## src/rtl/bus_cycle_initiator.sv

```systemverilog
// Bus cycle initiator for the I/O-mapper bus.
// This module acts as a CPU-side bus master. It turns single read/write
// requests into AS/RWb/ADDR/data bus cycles, then waits for the decoder's
// DTAC acknowledge. An acknowledge that never arrives ends the cycle with
// a timeout.
// Every bus-facing output is registered. The next-state logic computes
// next-cycle output values, so the bus pins change cleanly on SYSCLK edges.
module bus_cycle_initiator #(
  parameter int ADDR_SETUP = 5,    // SETUP ticks with ADDR valid and AS high (>=2)
  parameter int AS_MIN     = 10,   // minimum AS-low ticks (>=3)
  parameter int TIMEOUT    = 256   // AS-low ticks without DTAC before abort (>AS_MIN)
) (
  input  logic        SYSCLK,
  input  logic        RSTn,
  // request side
  input  logic        REQ,
  input  logic        REQ_WE,
  input  logic [15:0] REQ_ADDR,
  input  logic [7:0]  REQ_WDATA,
  output logic        BUSY,
  output logic        DONE,
  output logic        ERR,
  output logic [7:0]  RDATA,
  // bus side
  output logic [15:0] ADDR,
  output logic        AS,
  output logic        RWb,
  output logic [7:0]  DOUT,
  output logic        DOUT_OE,
  input  logic [7:0]  DIN,
  input  logic        DTAC
);

  // The counter must reach TIMEOUT. SETUP also reuses it, to count up to ADDR_SETUP.
  localparam int CW = $clog2(TIMEOUT + 1);
  localparam logic [CW-1:0] SETUP_LAST = CW'(ADDR_SETUP);
  localparam logic [CW-1:0] AS_MIN_C   = CW'(AS_MIN);
  localparam logic [CW-1:0] TIMEOUT_C  = CW'(TIMEOUT);
  localparam logic [CW-1:0] CNT_ONE    = CW'(1);

  typedef enum logic [1:0] {
    ST_IDLE,
    ST_SETUP,
    ST_STROBE,
    ST_RELEASE
  } state_t;

  state_t         state_q, state_d;
  logic [CW-1:0]  cnt_q, cnt_d;
  logic [CW-1:0]  cnt_inc;
  logic           we_q, we_d;
  logic [7:0]     wdata_q, wdata_d;
  logic           err_q, err_d;

  // Two-stage synchroniser for the asynchronous DTAC. Both stages idle
  // high, so the released state is "no acknowledge".
  logic           dtac_s1, dtac_s2;

  // Next-value signals for the registered outputs.
  logic [15:0]    addr_d;
  logic           as_d;
  logic           rwb_d;
  logic           oe_d;
  logic [7:0]     dout_d;
  logic [7:0]     rdata_d;
  logic           busy_d;
  logic           done_d;
  logic           errp_d;

  logic           strobe_ack;
  logic           strobe_tout;

  assign cnt_inc     = cnt_q + CNT_ONE;

  // The acknowledge counts only after the minimum strobe width. The timeout
  // fires only when the last allowed tick still sees no acknowledge.
  assign strobe_ack  = (cnt_q >= AS_MIN_C) && !dtac_s2;
  assign strobe_tout = (cnt_q == TIMEOUT_C) && dtac_s2;

  // Bring DTAC into the SYSCLK domain.
  always_ff @(posedge SYSCLK or negedge RSTn) begin
    if (!RSTn) begin
      dtac_s1 <= 1'b1;
      dtac_s2 <= 1'b1;
    end else begin
      // NOTE: non-blocking assignments make every register sample the
      // pre-edge values, so s2 gets the old s1 and the chain stays two deep.
      dtac_s1 <= DTAC;
      dtac_s2 <= dtac_s1;
    end
  end

  // State register and request latches.
  always_ff @(posedge SYSCLK or negedge RSTn) begin
    if (!RSTn) begin
      state_q <= ST_IDLE;
      cnt_q   <= '0;
      we_q    <= 1'b0;
      wdata_q <= '0;
      err_q   <= 1'b0;
    end else begin
      state_q <= state_d;
      cnt_q   <= cnt_d;
      we_q    <= we_d;
      wdata_q <= wdata_d;
      err_q   <= err_d;
    end
  end

  // Registered outputs. The reset values describe an idle, released bus.
  always_ff @(posedge SYSCLK or negedge RSTn) begin
    if (!RSTn) begin
      ADDR    <= 16'hFFFF;
      AS      <= 1'b1;
      RWb     <= 1'b1;
      DOUT    <= '0;
      DOUT_OE <= 1'b0;
      RDATA   <= '0;
      BUSY    <= 1'b0;
      DONE    <= 1'b0;
      ERR     <= 1'b0;
    end else begin
      ADDR    <= addr_d;
      AS      <= as_d;
      RWb     <= rwb_d;
      DOUT    <= dout_d;
      DOUT_OE <= oe_d;
      RDATA   <= rdata_d;
      BUSY    <= busy_d;
      DONE    <= done_d;
      ERR     <= errp_d;
    end
  end

  // Next-state logic and next-cycle output values.
  always_comb begin
    // NOTE: every signal assigned here gets a default first, so no branch can
    // leave one unassigned and infer a latch.
    state_d = state_q;
    cnt_d   = cnt_q;
    we_d    = we_q;
    wdata_d = wdata_q;
    err_d   = err_q;
    addr_d  = ADDR;
    as_d    = 1'b1;
    rwb_d   = RWb;
    oe_d    = DOUT_OE;
    dout_d  = DOUT;
    rdata_d = RDATA;
    busy_d  = BUSY;
    done_d  = 1'b0;
    errp_d  = 1'b0;

    unique case (state_q)
      ST_IDLE: begin
        rwb_d  = 1'b1;
        oe_d   = 1'b0;
        busy_d = 1'b0;
        if (REQ) begin
          // Accept. ADDR changes here, while AS is still high.
          state_d = ST_SETUP;
          cnt_d   = CNT_ONE;
          we_d    = REQ_WE;
          wdata_d = REQ_WDATA;
          addr_d  = REQ_ADDR;
          err_d   = 1'b0;
          busy_d  = 1'b1;
        end
      end

      ST_SETUP: begin
        busy_d = 1'b1;
        if (cnt_q == SETUP_LAST) begin
          state_d = ST_STROBE;
          cnt_d   = CNT_ONE;
          as_d    = 1'b0;
        end else begin
          cnt_d = cnt_inc;
          // Turn the bus around for a write in the last SETUP tick, one tick
          // ahead of AS falling.
          if (we_q && (cnt_inc == SETUP_LAST)) begin
            rwb_d  = 1'b0;
            oe_d   = 1'b1;
            dout_d = wdata_q;
          end
        end
      end

      ST_STROBE: begin
        busy_d = 1'b1;
        if (strobe_ack || strobe_tout) begin
          state_d = ST_RELEASE;
          as_d    = 1'b1;
          err_d   = strobe_tout;
          if (!we_q && !strobe_tout) begin
            rdata_d = DIN;
          end
        end else begin
          as_d  = 1'b0;
          cnt_d = cnt_inc;
        end
      end

      ST_RELEASE: begin
        // RWb and DOUT_OE hold through this tick and drop on entering IDLE.
        state_d = ST_IDLE;
        rwb_d   = 1'b1;
        oe_d    = 1'b0;
        busy_d  = 1'b0;
        done_d  = 1'b1;
        errp_d  = err_q;
      end

      default: begin
        state_d = ST_IDLE;
      end
    endcase
  end

endmodule

```

## config.mk

```make
export PLATFORM = sky130hd
export DESIGN_NAME = bus_cycle_initiator
export DESIGN_NICKNAME = d
export VERILOG_FILES = /design/src/rtl/bus_cycle_initiator.sv
export SDC_FILE = /design/constraint.sdc
export NUM_CORES = 1
export LEC_CHECK = 0
export ABC_AREA = 1
export CAP_MARGIN = 20
export CORE_MARGIN = 3
export CORE_UTILIZATION = 53
export CTS_BUF_LIST = sky130_fd_sc_hd__clkbuf_4 sky130_fd_sc_hd__clkbuf_8 sky130_fd_sc_hd__clkbuf_16
export CTS_CLUSTER_SIZE = 12
export DETAILED_ROUTE_END_ITERATION = 6
export GPL_ROUTABILITY_DRIVEN = 0
export GPL_TIMING_DRIVEN = 0
export PLACE_DENSITY = 0.85
export SLEW_MARGIN = 20
export SYNTH_ARGS = -nofsm -noshare
export SYNTH_HDL_FRONTEND = slang
export SYNTH_SLANG_ARGS = --single-unit
```

## constraint.sdc

```tcl
create_clock -name SYSCLK -period 4.8 [get_ports SYSCLK]
set_clock_uncertainty 0.2 [all_clocks]
set_input_delay 0.72 -clock SYSCLK [delete_from_list [all_inputs] [get_ports SYSCLK]]
set_output_delay 0.72 -clock SYSCLK [all_outputs]
set_load 0.02 [all_outputs]
```

==> summary.txt, run 1 <==
Logic synthesis
  • Compound-Gate Fraction of Synth Area: roughly 6.6%
  • Post-Syn Area per Cell: between 9 and 10 µm²
  • Gate Count Post-Synth: a little over 300
  • Synth Register Bits: just over 60
  • Syn Nets: about 350
  • Synth Area in Simple Gates: roughly 22%
  • Sequential share of the synthesized area: a little over half
  • Ys Warns: 0
  • Yosys cell types: 30
  • Post-synth EDFFs: 0
  • Largest family of logic cells by synthesized area: simple AND/OR/NAND/NOR gates
  • Synth Flop Type: dfrtp_1
  • Mux share of post-synthesis cell area: 8.33%
  • Post-Syn Area: between 2000 and 3000 µm²
  • Adder-cell share of the synthesized area: 3.37%
  • XOR/XNOR Fraction of Synth Area: 0%
  • Asr flop ratio synth: 100%

Cells and area
  • Fillers: about 390
  • Nets: around 440
  • P&R area growth vs syn: 34.6%
  • Multi-input logic area: 1200 µm²
  • Share of layout cells above drive strength 1: 23.2%
  • Reg area: between 1500 and 2000 µm²
  • Antenna Diode Count: 0

Floorplan
  • I/O pin count: between 70 and 80
  • Initial Util: around 56%
  • Chip height: 80.9 µm
  • Area of the die: 6540 µm²
  • FP Rows: 26
  • Die width: 80.9 µm
  • Core Region: 5270 µm²

Clocking
  • # hold bufs at CTS: 0
  • Post-CTS Repair Setup Buffers: 0
  • Post-CTS sizing: 0
  • Htree depth: 3
  • Total CTS buffers: 9
  • Worst skew pair latency: approximately 0.33 ns
  • CTS tree: done
  • Clock buffer depth: 2
  • CTS root buf: clkbuf_8
  • CTS clk-pin slew, worst paths: ~0.070 ns
  • # clock sinks: approximately 60

Critical path
  • Chain of cells forming the critical path: clkdlybuf4s50_1
  • Reg2reg setup slack: 2.69 ns
  • Max FO, Critical Path: 2
  • Worst r2r path cells: 12
  • Setup crit start kind: flip-flop
  • Worst EP arrival: ~1.5 ns
  • Worst path bufs/invs: 1
  • R2r startpoint: cnt_q[1]
  • CP Capture Type: primary output
  • Slowest-stage cell, CP: clkdlybuf4s50_1
  • CP max stage delay: 0.62 ns
  • CP required: just under 4 ns
  • Delay-heaviest family, CP: buffers and inverters
  • Setup CP Type: flip-flop to primary output
  • Reg2reg end: DOUT[6]

Placed design
  • Detail Placement HPWL: a little under 5 mm
  • PortBufs: 74

STA
  • Worst slew pin tran: 0.737 ns
  • Fmax: 0.416 GHz
  • RSZ-0062 raised after global routing: no
  • Hold Slack: about 0.16 ns
  • Final period util: 50.1%
  • Final-report max-slew violation count: 0
  • Final min period: 2.40 ns
  • Slew HR: 50.9%
  • Setup tns final: 0 ns
  • Final setup viols: 0
  • Final hold viol count: 0

Worst hold path
  • Worst Min Path Start: dtac_s1
  • Hold Path Depth: 0
  • WHS Endpoint: dtac_s2
  • Min-Delay Path Class: flip-flop to flip-flop

Pwr
  • Combinational power share: between 40% and 50%
  • Leakage: approximately 1.9 nW
  • Switching portion of total power: a little under two fifths
  • Power Dens Cells: about 570 nW/µm²
  • Switch Pwr: 0.840 mW
  • Part of the power in registers: between 30% and 40%
  • Pint: 1.44 mW
  • Maximum vdd drop: roughly 350 µV
  • Clk pwr share: 20.1%

Global routing
  • Initial antenna violation count: 0
  • Vias in the first global route: about 2,400
  • Global route overflow: 0
  • Global-route wire length before repair: about 11 mm
  • GRT Util Overall: between 20% and 30%
  • Largest net degree at the start of global routing: 62

Run
  • MaxCap Viol Count: 0

Detailed routing
  • DR WL/cell: roughly 14 µm
  • Vias per cell: around 5
  • Final ANT Viol Nets: 0
  • Iter 0 DRT Violations: about 270
  • Via count: between 2,000 and 2,500
  • Drt drc: 0
  • DRT Pass-1 Iters: 4
  • Post-Route WL: around 6.6 mm

Status
  • Outcome: finished clean
==> Yosys cell counts (2+ instances only) <==
master	n	area (µm²)
a21oi_1	4	20.0
buf_2	2	10.0
clkbuf_1	5	18.8
dfrtp_1	41	1030
dfstp_2	20	526
ha_1	8	100
inv_1	41	154
inv_2	3	11.3
mux2_2	22	248
nand2_1	69	259
nand2_2	6	37.5
nand2_4	2	22.5
nand3_1	18	90.1
nand3_2	3	30.0
nand3b_1	6	45.0
nand4_1	6	37.5
nor2_1	15	56.3
nor2_4	2	22.5
o21ai_0	12	60.1
o21ai_1	3	15.0
o21ai_2	9	78.8
o21bai_1	2	15.0
==> cells by family (layout without fill, tap and decap cells) <==
family / Yosys count / after routing
compound gates: 31 / 31
fa+ha+maj: 8 / 8
buf+inv: 54 / 144
mux: 22 / 22
simple gates: 131 / 131
flops: 61 / 61
==> power by group through the flow <==
stage / logic [mW] / registers (mW) / clock network, mW
after floorplan: 0.456 / 0.975 / 0
after global placement: 0.957 / 0.831 / 0
after detailed placement: 0.985 / 0.844 / 0
after CTS: 0.993 / 0.839 / 0.467
after global routing: 1.08 / 0.859 / 0.499
final: 0.982 / 0.839 / 0.458
==> per-stage QoR <==
step                      cells  util, %  setup WS (ns)  total power, mW  area, µm²
after floorplan             307        -           2.97             1.43       2970
after global placement      451     72.1          0.996             1.79       3800
after detailed placement    451     72.1           2.35             1.83       3800
after CTS                   467     75.9           2.38             2.30       4000
after global routing        467     75.9           2.35             2.43       4000
final                       467     75.9           2.40             2.28       4000
==> state kept, by name, indices dropped and copies added (netlist names), 2 cells and up <==
register,flops
ADDR,16
DOUT,8
RDATA,8
cnt_q,9
state_q,2
wdata_q,8
==> worst max-delay path by stage <==
| stage | from | end | slack, ns | cells past startpoint |
|---|---|---|---|---|
| after CTS | ADDR[13] | ADDR[13] | 2.38 | 1 |
| after global routing | ADDR[3] | ADDR[3] | 2.35 | 1 |
| final | ADDR[3] | ADDR[3] | 2.40 | 1 |
| after floorplan | cnt_q[1] | DOUT_OE | 2.97 | 11 |
| after global placement | RSTn | RDATA[0] | 1.0 | 1 |
| after detailed placement | REQ | state_q[0] | 2.35 | 6 |
==> per-layer routing <==
layer / vias to the layer above / share of wire [%] / track usage [%]
li1: 1149 / - / -
met3: 12 / 6.0 / 6.65
met4: 0 / 1.8 / 10.8
met1: 1124 / 40 / 27.0
met5: - / 0 / 0
met2: 76 / 52 / 36.1
==> layout by cell type, fill, tap and decap left out, drive strengths merged <==
| cell type | instances |
|---|---|
| dfrtp | 41 |
| nand3 | 22 |
| nand2 | 77 |
| o31ai | 1 |
| mux2 | 22 |
| o21ai | 24 |
| o21bai | 2 |
| clkinvlp | 2 |
| nor2 | 19 |
| inv | 45 |
| dfstp | 20 |
| nand4 | 6 |
| a21oi | 4 |
| ha | 8 |
| clkinv | 2 |
| clkdlybuf4s50 | 73 |
| buf | 5 |
| bufinv | 1 |
| nor3 | 1 |
| nand3b | 6 |
| clkbuf | 16 |
==> cell type report <==
| class | count | area share, % |
|---|---|---|
| Clock inverter | 5 | 1.47 |
| Multi-Input combinational cell | 192 | 30.1 |
| Timing Repair Buffer | 74 | 18.4 |
| Inverter | 45 | 4.22 |
| Sequential cell | 61 | 38.8 |
| Clock buffer | 11 | 3.63 |
| Buffer | 9 | 1.19 |
| Tap cell | 70 | 2.19 |
No activity file was read; power rests on OpenSTA's default activity.
==> run 2, diff against run 1 <==
CORE_UTILIZATION = 44   (was 53)
PLACE_DENSITY = 0.76   (was 0.85)
clock period = 2.1 ns   (was 4.8 ns; I/O delays follow)
==> summary.txt, run 2 (same netlist as run 1, synthesis figures left out) <==
Status
  • Outcome: finished clean

Floorplan
  • Initial Util: 46.0% (-10 points)
  • Die width: 88.2 µm (+9.0%)
  • Chip height: 88.2 µm (+9.0%)
  • Area of the die: 7780 µm² (+19%)
  • Core Region: 6460 µm² (+23%)
  • FP Rows: 29 (+12%)
  • I/O pin count: 75 (unchanged)

Critical path
  • Setup CP Type: flip-flop to primary output
  • CP required: 1.58 ns (-2.30 ns)
  • Setup crit start kind: flip-flop
  • CP max stage delay: 0.61 ns (about the same)
  • Worst path bufs/invs: 1 (unchanged)
  • Worst r2r path cells: 9 (-3)
  • R2r startpoint: cnt_q[0]
  • Worst EP arrival: 1.48 ns (about the same)
  • Delay-heaviest family, CP: buffers and inverters
  • Slowest-stage cell, CP: clkdlybuf4s50_1
  • Max FO, Critical Path: 2 (unchanged)
  • Reg2reg setup slack: 0.13 ns (-2.56 ns)
  • Chain of cells forming the critical path: clkdlybuf4s50_1
  • CP Capture Type: primary output
  • Reg2reg end: RDATA[7]

Pwr
  • Switch Pwr: 1.91 mW (+130%)
  • Part of the power in registers: 37.3% (+0.5 points)
  • Clk pwr share: 18.8% (-1.3 points)
  • Pint: 3.23 mW (+120%)
  • Switching portion of total power: 37.2% (+0.33 points)
  • Leakage: 1.90 nW (+0.80%)
  • Combinational power share: 43.9% (+0.8 points)
  • Power Dens Cells: 1270 nW/µm² (+120%)
  • Maximum vdd drop: 1110 µV (+210%)
  • Total power: 5.15 mW (+130%)

Detailed routing
  • Post-Route WL: 6.48 mm (-1.5%)
  • DRT Pass-1 Iters: 4 (unchanged)
  • Vias per cell: 4.83 (-4.4%)
  • Final ANT Viol Nets: 0 (unchanged)
  • Iter 0 DRT Violations: 101 (-62%)
  • Via count: 2,301 (-2.5%)
  • DR WL/cell: 13.6 µm (-3.4%)
  • Drt drc: 0 (unchanged)

Cells and area
  • Biggest regs: ADDR (16), cnt_q (9)
  • Largest reg by FF count: ADDR
  • Commonest non-fill, non-tap cell in the layout: clkdlybuf4s50_1
  • Antenna Diode Count: 0 (unchanged)
  • Share of layout cells above drive strength 1: 25.1% (+1.9 points)
  • Nets: 439 (+0.46%)
  • P&R area growth vs syn: 36.0%
  • Max reg flops: 16 (unchanged)
  • Commonest cells after routing, fill and taps aside: 73 x clkdlybuf4s50_1, 69 x nand2_1, 40 x inv_1, 39 x dfrtp_1, 22 x mux2_2

Run
  • MaxCap Viol Count: 0 (unchanged)

Placed design
  • PortBufs: 74 (unchanged)
  • Detail Placement HPWL: 4.81 mm (-1.2%)

STA
  • Fmax: between 0.5 and 0.6 GHz
  • Hold Slack: 0.157 ns (-0.00170 ns)
  • Final period util: between 90% and 100%
  • Final-report max-slew violation count: 0 (unchanged)
  • Final hold viol count: 0 (unchanged)
  • Worst slew pin tran: 0.481 ns (-0.257 ns)
  • Slew HR: 68.0% (+17 points)
  • Setup tns final: 0 ns (unchanged)
  • RSZ-0062 raised after global routing: no
  • Final min period: 1.99 ns
  • Final setup viols: 0 (unchanged)

Worst hold path
  • Worst Min Path Start: dtac_s1
  • WHS Endpoint: dtac_s2
  • Hold Path Depth: 0 (unchanged)
  • Min-Delay Path Class: flip-flop to flip-flop

Clocking
  • Htree depth: 3 (unchanged)
  • Total CTS buffers: 9 (unchanged)
  • CTS tree: done
  • Worst skew pair latency: 0.33 ns (about the same)
  • CTS clk-pin slew, worst paths: 0.07 ns (about the same)
  • CTS root buf: clkbuf_8
  • # clock sinks: 61 (unchanged)
  • Clock buffer depth: 2 (unchanged)

Global routing
  • GRT Util Overall: 18.0% (-4.2 points)
  • Global route overflow: 0 (unchanged)
  • Initial antenna violation count: 0 (unchanged)
  • Largest net degree at the start of global routing: 46 (-26%)
  • Global-route wire length before repair: 10.7 mm (-3.2%)
  • Vias in the first global route: 2,343 (-4.3%)
run 2: cell count changes in the layout (fill, tap and decap cells not counted), sizes merged:
cell | before | now
bufinv | 1 | 0
clkinvlp | 2 | 1
inv | 45 | 44
clkinv | 2 | 3
buf | 5 | 6
dlygate4sd3 | 0 | 1
clkbuf | 16 | 18
run 2: timing repair:
item                                    CTS  global route
endpoints found under the hold margin    42             0
endpoints found under the setup margin    0            32
buffers inserted                          0             0
hold buffers                              1             0
resized for setup                         0            11
run 2: routing by layer:
layer	GRT usage (%)	vias to the layer above	wire length, µm
met5	0	-	0
met2	28.9	61	3140
li1	-	1148	-
met4	5.77	0	84
met1	22.8	1087	2830
met3	6.40	5	423
run 2: worst max path at each step:
stage | startpoint | end | slack [ns] | cells past startpoint
floorplan | cnt_q[1] | DOUT_OE | 0.27 | 11
global placement | RSTn | RDATA[5] | -1.36 | 1
detailed placement | cnt_q[1] | DOUT[5] | 0.02 | 10
CTS | cnt_q[1] | DOUT[5] | 0.01 | 10
global route | cnt_q[0] | RDATA[7] | 0.009 | 9
finish | ADDR[0] | ADDR[0] | 0.11 | 1
run 2: metrics by stage:
stage          instances  setup slack [ns]  instance area (µm²)  util (%)
4_1_cts              476            0.0149                 4030      62.3
6_report             476             0.106                 4040      62.6
3_5_place_dp         459            0.0249                 3830      59.3
3_3_place_gp         458             -1.36                 3810      59.0
2_1_floorplan        307             0.268                 2970         -
5_1_grt              476           0.00894                 4040      62.6
run 2: area by class of cell:
type / count / area (µm²)
buffer: 9 / 51.3
fill: 553 / 2410
tap: 77 / 96.3
sequential: 61 / 1550
clock inverter: 3 / 21.3
timing repair buffer: 76 / 768
multi-input combinational: 192 / 1220
clock buffer: 13 / 166
inverter: 45 / 169
run 2: power groups by stage:
stage / clock network (mW) / registers, mW / logic [mW]
6_report: 0.969 / 1.92 / 2.26
5_1_grt: 1.04 / 1.98 / 2.48
4_1_cts: 0.990 / 1.91 / 2.27
3_5_place_dp: 0 / 1.93 / 2.25
3_3_place_gp: 0 / 1.90 / 2.21
2_1_floorplan: 0 / 2.23 / 1.04
